`src/rtl/cmp_result_stage.sv`:
```
// Result stage behind the 16-bit comparator: one-hot decode, running signed max/min, event counters, 2-entry skid buffer.
// Define CMP_STAGE_CGATE_EN to clock the enabled state from a latch-based gated clock instead of an enable mux.
module cmp_result_stage #(
  parameter int unsigned DATA_W  = 16,
  parameter int unsigned COUNT_W = 8
) (
  input  logic               clk,
  input  logic               rst,
  input  logic               clr,
  input  logic               in_valid,
  output logic               in_ready,
  input  logic [DATA_W-1:0]  in_a,
  input  logic [DATA_W-1:0]  in_b,
  input  logic [1:0]         in_cmp,
  output logic               out_valid,
  input  logic               out_ready,
  output logic               out_lt,
  output logic               out_eq,
  output logic               out_gt,
  output logic [DATA_W-1:0]  out_max,
  output logic [DATA_W-1:0]  out_min,
  output logic [DATA_W-1:0]  run_max,
  output logic [DATA_W-1:0]  run_min,
  output logic               run_seen,
  output logic [COUNT_W-1:0] cnt_lt,
  output logic [COUNT_W-1:0] cnt_eq,
  output logic [COUNT_W-1:0] cnt_gt,
  output logic               err
);

  localparam logic [COUNT_W-1:0] CNT_MAX = '1;

  typedef struct packed {
    logic              lt;
    logic              eq;
    logic              gt;
    logic [DATA_W-1:0] mx;
    logic [DATA_W-1:0] mn;
  } entry_t;

  logic   accept, pop, en;
  logic   sclk, upd;
  logic   illegal;
  entry_t dec;

  entry_t       head_q, head_d, tail_q, tail_d;
  logic [1:0]   occ_q, occ_d;
  logic         valid_q, full_q;

  logic [DATA_W-1:0]  run_max_q, run_max_d, run_min_q, run_min_d;
  logic               seen_q, seen_d, err_q, err_d;
  logic [COUNT_W-1:0] lt_q, lt_d, eq_q, eq_d, gt_q, gt_d;

  assign accept = in_valid & in_ready;
  assign pop    = out_valid & out_ready;
  assign en     = accept | pop | clr;

`ifdef CMP_STAGE_CGATE_EN
  // Enable is captured while clk is low so the gated clock never glitches.
  logic en_lat;
  always_latch begin
    if (!clk) en_lat = en;
  end
  assign sclk = clk & en_lat;
  assign upd  = 1'b1;
`else
  assign sclk = clk;
  assign upd  = en;
`endif

  function automatic logic [COUNT_W-1:0] sat_inc(input logic [COUNT_W-1:0] c);
    return (c == CNT_MAX) ? c : c + COUNT_W'(1);
  endfunction

  // Decode the comparator code; max/min are selected, never recomputed.
  always_comb begin
    dec     = '0;
    illegal = 1'b0;
    case (in_cmp)
      2'b11:   dec.lt = 1'b1;
      2'b01:   dec.gt = 1'b1;
      2'b00:   dec.eq = 1'b1;
      default: begin
        dec.eq  = 1'b1;
        illegal = 1'b1;
      end
    endcase
    dec.mx = dec.gt ? in_a : in_b;
    dec.mn = dec.lt ? in_a : in_b;
  end

  // Skid buffer next state: head is entry 0, tail is entry 1.
  always_comb begin
    head_d = head_q;
    tail_d = tail_q;
    occ_d  = occ_q;
    case ({accept, pop})
      2'b10: begin
        if (occ_q == 2'd0) head_d = dec;
        else               tail_d = dec;
        occ_d = occ_q + 2'd1;
      end
      2'b01: begin
        if (occ_q == 2'd2) head_d = tail_q;
        occ_d = occ_q - 2'd1;
      end
      2'b11: begin
        if (occ_q == 2'd1) begin
          head_d = dec;
        end else begin
          head_d = tail_q;
          tail_d = dec;
        end
      end
      default: ;
    endcase
  end

  // Running extremes and counters; clr with an accept seeds from the new sample.
  always_comb begin
    run_max_d = run_max_q;
    run_min_d = run_min_q;
    seen_d    = seen_q;
    err_d     = err_q;
    lt_d      = lt_q;
    eq_d      = eq_q;
    gt_d      = gt_q;
    if (accept) begin
      if (!seen_q || clr) begin
        run_max_d = dec.mx;
        run_min_d = dec.mn;
        seen_d    = 1'b1;
        err_d     = illegal;
        lt_d      = COUNT_W'(dec.lt);
        eq_d      = COUNT_W'(dec.eq);
        gt_d      = COUNT_W'(dec.gt);
      end else begin
        if ($signed(dec.mx) > $signed(run_max_q)) run_max_d = dec.mx;
        if ($signed(dec.mn) < $signed(run_min_q)) run_min_d = dec.mn;
        err_d = err_q | illegal;
        if (dec.lt) lt_d = sat_inc(lt_q);
        if (dec.eq) eq_d = sat_inc(eq_q);
        if (dec.gt) gt_d = sat_inc(gt_q);
      end
    end else if (clr) begin
      run_max_d = '0;
      run_min_d = '0;
      seen_d    = 1'b0;
      err_d     = 1'b0;
      lt_d      = '0;
      eq_d      = '0;
      gt_d      = '0;
    end
  end

  always_ff @(posedge sclk or posedge rst) begin
    if (rst) begin
      head_q    <= '0;
      tail_q    <= '0;
      occ_q     <= 2'd0;
      valid_q   <= 1'b0;
      full_q    <= 1'b0;
      run_max_q <= '0;
      run_min_q <= '0;
      seen_q    <= 1'b0;
      err_q     <= 1'b0;
      lt_q      <= '0;
      eq_q      <= '0;
      gt_q      <= '0;
    end else if (upd) begin
      head_q    <= head_d;
      tail_q    <= tail_d;
      occ_q     <= occ_d;
      valid_q   <= (occ_d != 2'd0);
      full_q    <= (occ_d == 2'd2);
      run_max_q <= run_max_d;
      run_min_q <= run_min_d;
      seen_q    <= seen_d;
      err_q     <= err_d;
      lt_q      <= lt_d;
      eq_q      <= eq_d;
      gt_q      <= gt_d;
    end
  end

  assign in_ready  = ~full_q;
  assign out_valid = valid_q;
  assign out_lt    = head_q.lt;
  assign out_eq    = head_q.eq;
  assign out_gt    = head_q.gt;
  assign out_max   = head_q.mx;
  assign out_min   = head_q.mn;
  assign run_max   = run_max_q;
  assign run_min   = run_min_q;
  assign run_seen  = seen_q;
  assign cnt_lt    = lt_q;
  assign cnt_eq    = eq_q;
  assign cnt_gt    = gt_q;
  assign err       = err_q;

endmodule

```
`config.mk`:
```
export PLATFORM = sky130hd
export DESIGN_NAME = cmp_result_stage
export DESIGN_NICKNAME = d
export VERILOG_FILES = /design/src/rtl/cmp_result_stage.sv
export SDC_FILE = /design/constraint.sdc
export NUM_CORES = 1
export LEC_CHECK = 0
export CAP_MARGIN = 20
export CORE_MARGIN = 4
export CORE_UTILIZATION = 45
export DETAILED_ROUTE_END_ITERATION = 12
export DONT_BUFFER_PORTS = 1
export SLEW_MARGIN = 5
export SYNTH_ARGS = -nofsm -noshare
export SYNTH_HDL_FRONTEND = slang
export SYNTH_SLANG_ARGS = --single-unit
```
`constraint.sdc`:
```
create_clock -name clk -period 9.15 [get_ports clk]
set_input_delay 1.83 -clock clk [delete_from_list [all_inputs] [get_ports clk]]
set_output_delay 1.83 -clock clk [all_outputs]
set_load 0.05 [all_outputs]
```
Word level (Yosys, flattened, before mapping)
Index checks and enable logic that the tools add are counted.
Storage, ports and cells
  register bits: 132
  output and inout bits: 95
Cells by class
  add/subtract/negate cells: 5
  order comparisons: 2
  eq/ne operators: 24
  multiplexer cells: 39
  bitwise logic cells: 6
  reductions and logical operators: 19
Operators by type and width (count)
  35-bit two-way mux: 5
  16-bit two-way mux: 9
  35-bit case mux with 3 select lines: 1
  8-bit two-way mux: 13
  35-bit case mux with 2 select lines: 1
  8-bit by 1-bit adder with 8-bit output (second input constant): 3
  8-bit == test (second input constant): 3
  4-bit AND reduction: 5
  16-bit > comparator: 1
  16-bit less-than comparator: 1
  3-bit by 1-bit != test with 1-bit output (second input constant): 4
  2-bit == test (second input constant): 5
  1-bit two-way mux: 9
  3-bit != test (second input constant): 3
  3-bit AND reduction: 3
  2-bit != test (second input constant): 4
  2-bit by 1-bit == test with 1-bit output (second input constant): 3
  2-bit nonzero test: 3
  2-bit zero test: 2
  2-bit case mux with 2 select lines: 1
  3-bit by 2-bit != test with 1-bit output (second input constant): 1
  1-bit OR: 3
  3-bit nonzero test: 1
  3-bit OR reduction: 1
  9 further kinds: 10

Longest topological paths before layout
Gate-level depths: netlist (run 1).
  depth in word-level cells: 7
  gate-level depth with buffers: 13
  gate-level depth less buffers: 11

Least setup slack after synthesis (run 1)
Ideal clock, no wire load.
  kind: input-to-reg
  start point: in in_cmp[1]
  end point: reg run_max_q[0] (netlist: run_max[0])
  data arrival time: 4.479 ns
  required time: 9.025 ns
  setup slack: 4.546 ns
  stages on the path: 12
  cells stage by stage: inv_1 > nand2_1 > clkbuf_1 > mux2i_1 > inv_1 > ha_1 > a21o_1 > a2111oi_2 > o221ai_2 > mux2i_4 > buf_8 > mux2_4
RTL lines
  start: declaration: RTL line 14  | input logic [1:0] in_cmp,
  end signal: assignment: RTL line 176  | run_max_q <= run_max_d;
  end: declaration: RTL line 50  | logic [DATA_W-1:0] run_max_q, run_max_d, run_min_q, run_min_d;

==> impl_metrics.prom, run 1 <==
# TYPE chip_impl_metric gauge
chip_impl_metric{name="antenna_found_initial",unit=""} 0
chip_impl_metric{name="cellLeakagePower",unit="nW"} 3.983
chip_impl_metric{name="total_of_max_cap_violations",unit=""} 0
chip_impl_info{name="critPathCaptureType",value="flop"} 1
chip_impl_metric{name="core-area",unit="um2"} 16760
chip_impl_metric{name="final-max-slew-violation-count",unit=""} 0
chip_impl_metric{name="routabilityCongestion",unit=""} 0.8626
chip_impl_metric{name="maximum_resistive_drop_on_vdd",unit="uV"} 160.9
chip_impl_metric{name="relSlewSlack",unit=""} 0.3331
chip_impl_metric{name="cts.sink_count",unit=""} 132
chip_impl_metric{name="fp.dieArea",unit="um2"} 19390
chip_impl_metric{name="clock_pin_slew_reported_for_the_worst_setup_and_hold_paths_after_clock_tree_synthesis",unit="ps"} 60
chip_impl_metric{name="synth_async_sr_flop_share",unit=""} 1.000
chip_impl_metric{name="global_route_wire_length_before_repair",unit="mm"} 35.58
chip_impl_metric{name="ctsHoldBuffers",unit=""} 0
chip_impl_metric{name="worst-slew-pin-transition",unit="ps"} 998.1
chip_impl_metric{name="detail-route-antenna-nets",unit=""} 0
chip_impl_metric{name="detailedRoute.firstPassIterationCount",unit=""} 7
chip_impl_info{name="crit_path_start_kind",value="input pin"} 1
chip_impl_metric{name="post_synth.cell_area_avg",unit="um2"} 9.456
chip_impl_metric{name="fin_setup_tns",unit="ps"} 0
chip_impl_info{name="ys_flop_type",value="dfrtp_1"} 1
chip_impl_metric{name="grt_overflow",unit=""} 0
chip_impl_metric{name="synthesis.yosys.warnings",unit=""} 0
chip_impl_metric{name="worst-endpoint-arrival",unit="ps"} 5200
chip_impl_metric{name="ioPinCount",unit=""} 134
chip_impl_metric{name="synth_nets",unit=""} 900
chip_impl_metric{name="setup-violations-final",unit=""} 0
chip_impl_metric{name="finalNetCount",unit=""} 883
chip_impl_metric{name="detailedPlacementHpwl",unit="mm"} 15.89
chip_impl_metric{name="timing.final.hold_violations",unit=""} 0
chip_impl_metric{name="synth.lib_cells_used.distinct",unit=""} 57
chip_impl_metric{name="die_height",unit="um"} 139.3
chip_impl_metric{name="syn-cell-area",unit="um2"} 7754
chip_impl_metric{name="layout_filler_cell_count",unit=""} 1532
chip_impl_metric{name="die-width",unit="um"} 139.3
chip_impl_info{name="root_buffer",value="clkbuf_16"} 1
chip_impl_info{name="outcome",value="finished, final reports clean"} 1
chip_impl_info{name="worst-setup-path-type",value="in2reg"} 1
chip_impl_metric{name="cts_buf_count",unit=""} 17
chip_impl_metric{name="post-route-worst-setup-slack",unit="ps"} 4257
chip_impl_metric{name="drt-wirelength-per-cell",unit="um"} 21.60
chip_impl_metric{name="drive_above_1_share",unit=""} 0.1299
chip_impl_metric{name="layout.area.seq",unit="um2"} 3303
chip_impl_metric{name="cts_resized",unit=""} 0
chip_impl_metric{name="drt_iter0_markers",unit=""} 530
chip_impl_metric{name="worst-endpoint-required",unit="ps"} 9450
chip_impl_metric{name="power.density_cell_area",unit="nW/um2"} 378.7
chip_impl_metric{name="grt_use_total",unit=""} 0.2321
chip_impl_metric{name="diodes",unit=""} 0
chip_impl_metric{name="shortest_clock_period_the_worst_path_allows_after_layout",unit="ps"} 4893
chip_impl_metric{name="multiInputGateArea",unit="um2"} 4035
chip_impl_metric{name="grt_max_degree",unit=""} 77
chip_impl_metric{name="grt_pass1_vias",unit=""} 6231
chip_impl_metric{name="final_cell_count_no_fill",unit=""} 1036
chip_impl_metric{name="htreeDepth",unit=""} 4
chip_impl_metric{name="max-clock-path-buffers",unit=""} 2
chip_impl_metric{name="vias",unit=""} 6251
chip_impl_metric{name="postRouteWirelength",unit="mm"} 22.38
chip_impl_metric{name="worst_skew",unit="ps"} 7.423
chip_impl_metric{name="timing.final.crit_share",unit=""} 0.5347
chip_impl_metric{name="placement_setup_slack",unit="ps"} 3598
chip_impl_metric{name="cts.repair_timing.setup_buffer_count",unit=""} 0
chip_impl_metric{name="max_clock_freq",unit="GHz"} 0.2044
chip_impl_metric{name="fp-row-count",unit=""} 47
chip_impl_metric{name="viasPerCell",unit=""} 6.034
chip_impl_metric{name="place.port_buffers",unit=""} 0
chip_impl_metric{name="crit_path_max_fanout",unit=""} 32
chip_impl_metric{name="flops_latches_synth",unit=""} 132
chip_impl_metric{name="worstSkewPairLatency",unit="ps"} 420
chip_impl_metric{name="post_synth_edffs",unit=""} 0
chip_impl_metric{name="area_growth_syn_to_layout",unit="%"} 10.59
chip_impl_info{name="worst_hold_path_type",value="reg2reg"} 1
chip_impl_info{name="unrepaired_setup_endpoints_after_global_routing",value="false"} 1
chip_impl_metric{name="start_util",unit=""} 0.4626
chip_impl_metric{name="drc",unit=""} 0
chip_impl_metric{name="place_inst",unit=""} 1002
chip_impl_metric{name="synth_sequential_area_ratio",unit=""} 0.4260
chip_impl_info{name="tritoncts",value="yes"} 1
chip_impl_metric{name="gate_count_of_the_mapped_netlist",unit=""} 820
==> cells by family (layout without fill, tap and decap cells) <==
kind of cell,after synthesis,after routing,share of synthesized area
buf+inv,106,102,0.05841
simple gates,238,238,0.1362
flops,132,132,0.4260
fa+ha+maj,41,41,0.06616
xor+xnor,3,3,0.003389
mux,67,67,0.1073
compound gates,233,233,0.2025
==> synthesized netlist by cell type, types with 2 or more instances <==
| cell type | n | area share |
|---|---|---|
| nand2b_1 | 7 | 0.0056 |
| nand3_1 | 13 | 0.0084 |
| a31oi_2 | 2 | 0.0032 |
| a31oi_1 | 4 | 0.0032 |
| o21ai_0 | 52 | 0.034 |
| a221o_1 | 18 | 0.023 |
| mux2_2 | 23 | 0.033 |
| a21o_1 | 6 | 0.0058 |
| dfrtp_1 | 132 | 0.43 |
| buf_6 | 3 | 0.0044 |
| nand4_1 | 6 | 0.0048 |
| nand3b_1 | 2 | 0.0019 |
| o41ai_1 | 2 | 0.0023 |
| and3_1 | 8 | 0.0065 |
| a21oi_1 | 61 | 0.039 |
| and4_1 | 3 | 0.0034 |
| a22oi_1 | 32 | 0.031 |
| o31ai_1 | 5 | 0.0048 |
| a32o_1 | 3 | 0.0039 |
| o22ai_1 | 2 | 0.0016 |
| xor2_1 | 3 | 0.0034 |
| o21ai_1 | 2 | 0.0013 |
| nor2_1 | 89 | 0.043 |
| inv_1 | 59 | 0.029 |
| nor3_1 | 16 | 0.010 |
| nand2_1 | 84 | 0.041 |
| mux2i_1 | 19 | 0.025 |
| o21a_1 | 2 | 0.0019 |
| a41oi_1 | 2 | 0.0023 |
| and2_1 | 2 | 0.0016 |
| o211ai_1 | 17 | 0.016 |
| buf_4 | 3 | 0.0029 |
| ha_1 | 41 | 0.066 |
| mux2_4 | 24 | 0.046 |
| buf_2 | 8 | 0.0052 |
| a211o_1 | 15 | 0.017 |
| clkbuf_1 | 30 | 0.015 |
==> sequential cells by signal, summed over array words and instances (netlist names), 2 cells and up <==
register	flops
tail_q	35
cnt_gt	8
occ_q	2
out_max	16
cnt_eq	8
run_min	16
cnt_lt	8
out_min	16
run_max	16
==> worst max-delay path, cell delays in order <==
cell and delay [ps]:
nand2_4 300, mux2_2 430, ha_1 790, and4_1 350, nor3b_2 210, nand3_1 110
o31a_2 530, a211o_1 320, a221o_1 310
==> per-layer routing <==
metal  track usage  wire length, um  vias up
li1              -                -     2909
met1        0.2826             8986     3059
met2        0.3746            10820      245
met3       0.08885             1952       38
met4       0.08857              621        0
met5             0                0        -
==> cell usage in the layout (no fill, tap or decap), types with 7 or more instances in the layout <==
cell type	count
nor3_1	16
buf_4	8
a22oi_1	32
clkbuf_16	17
inv_1	58
mux2_4	24
nand3_1	13
ha_1	41
o21ai_0	52
o211ai_1	17
nand2b_1	7
mux2i_1	19
a21oi_1	61
mux2_2	23
nand2_1	84
nor2_1	88
a211o_1	15
dfrtp_1	132
a221o_1	18
and3_1	8
==> layout make-up <==
| cell class | instances | area share |
|---|---|---|
| Inverter | 60 | 0.02685 |
| Clock buffer | 22 | 0.05647 |
| Clock inverter | 10 | 0.01722 |
| Timing Repair Buffer | 10 | 0.01153 |
| Multi-Input combinational cell | 582 | 0.4706 |
| Tap cell | 220 | 0.03210 |
| Sequential cell | 132 | 0.3852 |
==> worst paths after layout <==
path / start / depth (start not counted) / to / slack (ps)
worst max-delay path: in_cmp[1] / 9 / run_min[7] / 4260
worst min-delay path: tail_q[16] / 2 / tail_q[16] / 480
worst max register to register: run_min[15] / 8 / run_min[7] / 5520
worst min register to register: tail_q[16] / 2 / tail_q[16] / 480
max in group asynchronous: rst / 2 / out_min[10] / 6410
min in group asynchronous: rst / 1 / out_valid / 1320
==> stage by stage <==
step	hold slack, ps	util	power (mW)	area (um2)
3_5_place_dp	473.9	0.4718	2.532	7908
2_1_floorplan	450.2	-	2.263	7754
4_1_cts	487.2	0.5095	3.263	8539
3_3_place_gp	463.3	0.4711	2.484	7896
6_report	480.9	0.5116	3.248	8574
5_1_grt	509.0	0.5116	3.446	8574
==> power breakdown <==
group          switching [mW]  internal (mW)
clock                   0.264          0.459
combinational           0.579          0.409
sequential              0.731          0.805
total                    1.57           1.67
Power figures use the tool's default switching activity.
==> inputs of run 2 (changes only) <==
==> constraint.sdc (replaced) <==
create_clock -name clk -period 4.7 [get_ports clk]
set_input_delay 0.94 -clock clk [delete_from_list [all_inputs] [get_ports clk]]
set_output_delay 0.94 -clock clk [all_outputs]
set_load 0.05 [all_outputs]
==> impl_metrics.prom, run 2 (synthesis results as in run 1) <==
# TYPE chip_impl_metric gauge
chip_impl_info{name="tritoncts",value="yes"} 1
chip_impl_metric{name="vias",unit=""} 6154
chip_impl_metric{name="finish.instance_area",unit="um2"} 8542
chip_impl_metric{name="postRouteWirelength",unit="mm"} 22.11
chip_impl_metric{name="multiInputGateArea",unit="um2"} 4035
chip_impl_info{name="outcome",value="finished, final reports clean"} 1
chip_impl_info{name="crit_path_start_kind",value="input pin"} 1
chip_impl_metric{name="layout_filler_cell_count",unit=""} 1537
chip_impl_metric{name="drt-wirelength-per-cell",unit="um"} 21.26
chip_impl_metric{name="worst-endpoint-arrival",unit="ps"} 4010
chip_impl_metric{name="cts.sink_count",unit=""} 132
chip_impl_metric{name="shortest_clock_period_the_worst_path_allows_after_layout",unit="ps"} 3702
chip_impl_metric{name="die_height",unit="um"} 139.3
chip_impl_info{name="crit-reg2reg-launch",value="out_valid"} 1
chip_impl_metric{name="pwr-share-seq",unit=""} 0.481
chip_impl_metric{name="finalNetCount",unit=""} 887
chip_impl_metric{name="max_clock_freq",unit="GHz"} 0.2701
chip_impl_metric{name="die-width",unit="um"} 139.3
chip_impl_metric{name="max-clock-path-buffers",unit=""} 2
chip_impl_metric{name="placedInstanceArea",unit="um2"} 7945
chip_impl_metric{name="clock_pin_slew_reported_for_the_worst_setup_and_hold_paths_after_clock_tree_synthesis",unit="ps"} 60
chip_impl_metric{name="area_growth_syn_to_layout",unit="%"} 10.17
chip_impl_info{name="whs_endpoint",value="tail_q[16]"} 1
chip_impl_metric{name="power.density_cell_area",unit="nW/um2"} 728.4
chip_impl_metric{name="fin_setup_tns",unit="ps"} 0
chip_impl_metric{name="worst-endpoint-required",unit="ps"} 5010
chip_impl_metric{name="start_util",unit=""} 0.4626
chip_impl_metric{name="total_of_max_cap_violations",unit=""} 0
chip_impl_metric{name="reg2reg_slack",unit="ps"} 1470
chip_impl_info{name="path_common_cell",value="inv_1"} 1
chip_impl_metric{name="place_inst",unit=""} 1007
chip_impl_metric{name="timing.final.crit_share",unit=""} 0.7878
chip_impl_metric{name="fp.dieArea",unit="um2"} 19390
chip_impl_metric{name="grt_overflow",unit=""} 0
chip_impl_metric{name="largest_register_ffs",unit=""} 35
chip_impl_metric{name="diodes",unit=""} 0
chip_impl_metric{name="layout.area.seq",unit="um2"} 3303
chip_impl_metric{name="final-max-slew-violation-count",unit=""} 0
chip_impl_info{name="list_of_cells_traversed_by_the_critical_path",value="inv_1 -> nand2_1 -> buf_4 -> mux2i_1 -> inv_1 -> ha_1 -> nand4_2 -> nor3_2 -> o21ai_1 -> o221ai_2 -> mux2i_4 -> mux2_2"} 1
chip_impl_metric{name="crit_path_max_fanout",unit=""} 21
chip_impl_metric{name="worst-slew-pin-transition",unit="ps"} 1002
chip_impl_info{name="critPathCaptureType",value="flop"} 1
chip_impl_metric{name="drt_iter0_markers",unit=""} 490
chip_impl_info{name="worst_hold_path_type",value="reg2reg"} 1
chip_impl_info{name="root_buffer",value="clkbuf_16"} 1
chip_impl_metric{name="ff2ff_path_depth",unit=""} 7
chip_impl_metric{name="antenna_found_initial",unit=""} 0
chip_impl_metric{name="drive_above_1_share",unit=""} 0.1354
chip_impl_info{name="crit_family",value="multiplexers"} 1
chip_impl_metric{name="setup-violations-final",unit=""} 0
chip_impl_metric{name="detailedPlacementHpwl",unit="mm"} 16.01
chip_impl_info{name="layout_common_cells",value="dfrtp_1, nor2_1, nand2_1, a21oi_1, inv_1"} 1
chip_impl_metric{name="maximum_resistive_drop_on_vdd",unit="uV"} 392.2
chip_impl_metric{name="fin_util",unit=""} 0.5097
chip_impl_metric{name="pwr-share-clk",unit=""} 0.209
chip_impl_metric{name="routabilityCongestion",unit=""} 0.8709
chip_impl_metric{name="drc",unit=""} 0
chip_impl_info{name="worst-setup-path-type",value="in2reg"} 1
chip_impl_metric{name="power_switching_share",unit=""} 0.4947
chip_impl_info{name="unrepaired_setup_endpoints_after_global_routing",value="false"} 1
chip_impl_metric{name="core-area",unit="um2"} 16760
chip_impl_metric{name="timing.final.hold_violations",unit=""} 0
chip_impl_metric{name="relSlewSlack",unit=""} 0.3322
chip_impl_metric{name="detail-route-antenna-nets",unit=""} 0
chip_impl_metric{name="worst_skew",unit="ps"} 8.024
chip_impl_metric{name="htreeDepth",unit=""} 4
chip_impl_metric{name="cts.repair_timing.setup_buffer_count",unit=""} 0
chip_impl_info{name="largest-register",value="tail_q"} 1
chip_impl_metric{name="cpPeakStageDelay",unit="ps"} 720
chip_impl_info{name="timing.critical_path.slowest_stage_cell",value="mux2i_4"} 1
chip_impl_metric{name="cts_resized",unit=""} 0
chip_impl_metric{name="post-route-worst-setup-slack",unit="ps"} 997.6
chip_impl_metric{name="global_route_wire_length_before_repair",unit="mm"} 34.83
chip_impl_metric{name="final_cell_count_no_fill",unit=""} 1040
chip_impl_info{name="most_frequent_standard_cell_in_the_layout_excluding_fill_and_tap_cells",value="dfrtp_1"} 1
chip_impl_metric{name="cts_buf_count",unit=""} 17
chip_impl_metric{name="worstSkewPairLatency",unit="ps"} 430
chip_impl_metric{name="fp-row-count",unit=""} 47
chip_impl_info{name="min_from",value="tail_q[16]"} 1
chip_impl_metric{name="place.port_buffers",unit=""} 0
chip_impl_metric{name="detailedRoute.firstPassIterationCount",unit=""} 5
chip_impl_metric{name="timing.hold.ws",unit="ps"} 480.4
chip_impl_metric{name="placement_setup_slack",unit="ps"} 562.8
chip_impl_metric{name="ioPinCount",unit=""} 134
chip_impl_metric{name="totalPowerFinal",unit="mW"} 6.222
chip_impl_metric{name="comb_power_share",unit=""} 0.311
chip_impl_metric{name="critPathBufInv",unit=""} 3
chip_impl_metric{name="viasPerCell",unit=""} 5.917
chip_impl_metric{name="worstHoldPathCells",unit=""} 2
chip_impl_metric{name="grt_use_total",unit=""} 0.2284
chip_impl_metric{name="grt_pass1_vias",unit=""} 6161
chip_impl_metric{name="cellLeakagePower",unit="nW"} 3.977
chip_impl_metric{name="p_switching",unit="mW"} 3.078
chip_impl_metric{name="grt_max_degree",unit=""} 108
chip_impl_info{name="worst_r2r_endpoint",value="run_max[11]"} 1
chip_impl_metric{name="p_int",unit="mW"} 3.144
chip_impl_metric{name="ctsHoldBuffers",unit=""} 0
## run 2: cell count changes in the layout (fill, tap and decap cells not counted), sizes merged
cell and change:
inv +4, clkbuf -3, bufinv -2, buf +4
clkinv +1
## run 2: metal layers
metal / routed length (um) / up-vias / GRT usage
met3: 1852 / 34 / 0.07925
met2: 10700 / 197 / 0.3768
met5: 0 / - / 0
met4: 582 / 0 / 0.08033
li1: - / 2912 / -
met1: 8976 / 3011 / 0.2790
## run 2: power by group through the flow
stage | clock (mW) | sequential [mW] | combinational (mW)
6_report | 1.30 | 2.99 | 1.93
2_1_floorplan | 0 | 2.85 | 1.56
4_1_cts | 1.32 | 3.00 | 1.92
3_3_place_gp | 0 | 3.00 | 1.85
3_5_place_dp | 0 | 3.02 | 1.92
5_1_grt | 1.38 | 3.05 | 2.17
## run 2: cell type report
class | count | area share
multi-input combinational | 582 | 0.4724
sequential | 132 | 0.3867
clock buffer | 19 | 0.05302
tap | 220 | 0.03222
inverter | 60 | 0.02695
clock inverter | 13 | 0.01450
timing repair buffer | 14 | 0.01421
## run 2: worst min-delay path, stage by stage, from the launching register on
cell	delay (ps)
dfrtp_1	340
nand2_1	40
o21ai_0	60
## run 2: worst max-delay path by stage
stage	start	end	slack [ps]	cells past startpoint
finish	in_cmp[1]	run_max[11]	1000	12
global route	in_cmp[1]	run_max[12]	790	12
CTS	in_cmp[1]	run_max[11]	1010	12
detailed placement	in_cmp[1]	run_max[11]	560	12
global placement	in_cmp[1]	run_max[13]	700	12
floorplan	rst	cnt_eq[0]	230	1
==> inputs of run 3 (changes only) <==
==> constraint.sdc (replaced) <==
create_clock -name clk -period 3.3 [get_ports clk]
set_input_delay 0.66 -clock clk [delete_from_list [all_inputs] [get_ports clk]]
set_output_delay 0.66 -clock clk [all_outputs]
set_load 0.05 [all_outputs]
==> impl_metrics.prom, run 3 (synthesis results as in run 1) <==
# TYPE chip_impl_metric gauge
chip_impl_info{name="outcome",value="finished, final reports clean"} 1
chip_impl_metric{name="fp.dieArea",unit="um2"} 19390
chip_impl_metric{name="start_util",unit=""} 0.4626
chip_impl_metric{name="comb_power_share",unit=""} 0.413
chip_impl_metric{name="shortest_clock_period_the_worst_path_allows_after_layout",unit="ps"} 3054
chip_impl_metric{name="relSlewSlack",unit=""} 0.3838
chip_impl_metric{name="pwr-share-clk",unit=""} 0.199
chip_impl_metric{name="power_switching_share",unit=""} 0.4862
chip_impl_metric{name="drc",unit=""} 0
chip_impl_info{name="worst_r2r_endpoint",value="run_max[11]"} 1
chip_impl_info{name="root_buffer",value="clkbuf_16"} 1
chip_impl_metric{name="detailedPlacementHpwl",unit="mm"} 17.48
chip_impl_metric{name="total_of_max_cap_violations",unit=""} 0
chip_impl_metric{name="diodes",unit=""} 0
chip_impl_metric{name="placement_setup_slack",unit="ps"} -120.3
chip_impl_metric{name="p_switching",unit="mW"} 4.528
chip_impl_metric{name="grt_max_degree",unit=""} 71
chip_impl_metric{name="vias",unit=""} 6661
chip_impl_metric{name="crit_path_max_fanout",unit=""} 16
chip_impl_metric{name="worst_skew",unit="ps"} 10.44
chip_impl_metric{name="finalNetCount",unit=""} 960
chip_impl_info{name="highest_metal_layer_used_by_the_detailed_router",value="met4"} 1
chip_impl_info{name="crit_path_start_kind",value="input pin"} 1
chip_impl_metric{name="worstSkewPairLatency",unit="ps"} 430
chip_impl_metric{name="timing.final.hold_violations",unit=""} 0
chip_impl_metric{name="detailroute.wirelength.met3",unit="mm"} 1.913
chip_impl_metric{name="drt-wirelength-per-cell",unit="um"} 21.16
chip_impl_metric{name="reg2reg_slack",unit="ps"} 310
chip_impl_metric{name="drt_iter0_markers",unit=""} 624
chip_impl_metric{name="worst-endpoint-required",unit="ps"} 3610
chip_impl_metric{name="worst-slew-pin-transition",unit="ps"} 922.3
chip_impl_info{name="unrepaired_setup_endpoints_after_global_routing",value="false"} 1
chip_impl_metric{name="detail-route-antenna-nets",unit=""} 0
chip_impl_metric{name="totalPowerFinal",unit="mW"} 9.313
chip_impl_metric{name="drive_above_1_share",unit=""} 0.2060
chip_impl_metric{name="setup-violations-final",unit=""} 0
chip_impl_metric{name="grt_pass1_vias",unit=""} 6655
chip_impl_metric{name="wl_met2",unit="mm"} 11.52
chip_impl_metric{name="timing.hold.ws",unit="ps"} 282.8
chip_impl_metric{name="ctsHoldBuffers",unit=""} 0
chip_impl_metric{name="maximum_resistive_drop_on_vdd",unit="uV"} 614.0
chip_impl_info{name="worst_hold_path_type",value="in2async"} 1
chip_impl_metric{name="viasPerCell",unit=""} 5.985
chip_impl_metric{name="max_clock_freq",unit="GHz"} 0.3274
chip_impl_info{name="critPathCaptureType",value="flop"} 1
chip_impl_metric{name="die_height",unit="um"} 139.3
chip_impl_metric{name="grt_overflow",unit=""} 0
chip_impl_metric{name="die-width",unit="um"} 139.3
chip_impl_metric{name="finish.instance_area",unit="um2"} 9153
chip_impl_metric{name="area_growth_syn_to_layout",unit="%"} 18.04
chip_impl_metric{name="global_route_wire_length_before_repair",unit="mm"} 37.60
chip_impl_metric{name="fin_util",unit=""} 0.5461
chip_impl_metric{name="placedInstanceArea",unit="um2"} 8576
chip_impl_metric{name="route.layer.met1.wl",unit="mm"} 9.520
chip_impl_info{name="crit-reg2reg-launch",value="out_valid"} 1
chip_impl_metric{name="largest_register_ffs",unit=""} 35
chip_impl_metric{name="place.port_buffers",unit=""} 0
chip_impl_metric{name="timing.final.crit_share",unit=""} 0.9254
chip_impl_metric{name="cellLeakagePower",unit="nW"} 4.351
chip_impl_info{name="layout_common_cells",value="dfrtp_1, nor2_1, nand2_1, buf_4, a21oi_1"} 1
chip_impl_metric{name="pwr-share-seq",unit=""} 0.388
chip_impl_info{name="worst-setup-path-type",value="in2reg"} 1
chip_impl_metric{name="power.density_cell_area",unit="nW/um2"} 1018
chip_impl_metric{name="cts.sink_count",unit=""} 132
chip_impl_metric{name="post-route-worst-setup-slack",unit="ps"} 246.1
chip_impl_metric{name="antenna_found_initial",unit=""} 0
chip_impl_metric{name="max-clock-path-buffers",unit=""} 2
chip_impl_metric{name="ff2ff_path_depth",unit=""} 8
chip_impl_metric{name="cts_buf_count",unit=""} 17
chip_impl_metric{name="final-max-slew-violation-count",unit=""} 0
chip_impl_metric{name="clock_pin_slew_reported_for_the_worst_setup_and_hold_paths_after_clock_tree_synthesis",unit="ps"} 60
chip_impl_info{name="tritoncts",value="yes"} 1
chip_impl_metric{name="worst-endpoint-arrival",unit="ps"} 3360
chip_impl_metric{name="routabilityCongestion",unit=""} 0.9285
chip_impl_metric{name="htreeDepth",unit=""} 4
chip_impl_metric{name="cts_resized",unit=""} 0
chip_impl_metric{name="detailedRoute.firstPassIterationCount",unit=""} 6
chip_impl_info{name="largest-register",value="tail_q"} 1
chip_impl_metric{name="p_int",unit="mW"} 4.785
chip_impl_metric{name="cts.repair_timing.setup_buffer_count",unit=""} 0
chip_impl_metric{name="fp-row-count",unit=""} 47
chip_impl_metric{name="core-area",unit="um2"} 16760
chip_impl_metric{name="layout_filler_cell_count",unit=""} 1522
chip_impl_metric{name="grt_use_total",unit=""} 0.2445
chip_impl_metric{name="postRouteWirelength",unit="mm"} 23.55
chip_impl_info{name="most_frequent_standard_cell_in_the_layout_excluding_fill_and_tap_cells",value="dfrtp_1"} 1
chip_impl_metric{name="ioPinCount",unit=""} 134
-- run 3: per-layer routing --
| metal | vias to the layer above | GRT usage |
|---|---|---|
| li1 | 3057 | - |
| met1 | 3305 | 0.3057 |
| met2 | 263 | 0.4051 |
| met3 | 36 | 0.06998 |
| met4 | 0 | 0.08857 |
| met5 | - | 0 |
-- run 3: per-stage QoR --
step | std cells | TNS (ps)
detailed placement | 1080 | -1364
floorplan | 820 | 0
global placement | 1080 | 0
finish | 1113 | 0
CTS | 1112 | 0
global route | 1113 | 0
-- run 3: layout make-up --
cell class / count / area, um2 / area share
multi-input cells: 582 / 4035 / 0.4409
flip-flops and latches: 132 / 3303 / 0.3609
repair buffers: 87 / 740.7 / 0.08093
clock buffers: 17 / 425.4 / 0.04648
well taps: 220 / 275.3 / 0.03008
inverters: 60 / 229.0 / 0.02502
clock inverters: 15 / 143.9 / 0.01572
-- run 3: worst max-delay path by stage --
stage / end / cells past startpoint / slack, ps / startpoint
6_report: run_max[11] / 13 / 250 / in_cmp[1]
4_1_cts: run_max[14] / 8 / 320 / out_valid
2_1_floorplan: run_max[0] / 12 / 20 / in_cmp[1]
3_3_place_gp: run_max[13] / 13 / 7 / in_cmp[1]
3_5_place_dp: run_max[11] / 13 / -120 / in_cmp[1]
5_1_grt: run_min[8] / 7 / 60 / out_valid
-- run 3: power groups by stage --
stage                     registers (mW)  clock network [mW]  logic [mW]
after global routing                3.69                1.96        4.22
after detailed placement            3.64                   0        3.85
after CTS                           3.62                1.88        3.86
final                               3.61                1.86        3.84
after global placement              3.62                   0        3.71
after floorplan                     4.06                   0        2.22
-- run 3: worst max-delay path: stages --
cell       delay, ps
inv_1             30
nand2_1          160
buf_12           210
mux2i_1          290
inv_1            100
ha_1             310
nand3_1          110
a21oi_1           60
a2111oi_2        450
o221ai_2         200
mux2i_4          210
buf_12           190
mux2_2           350
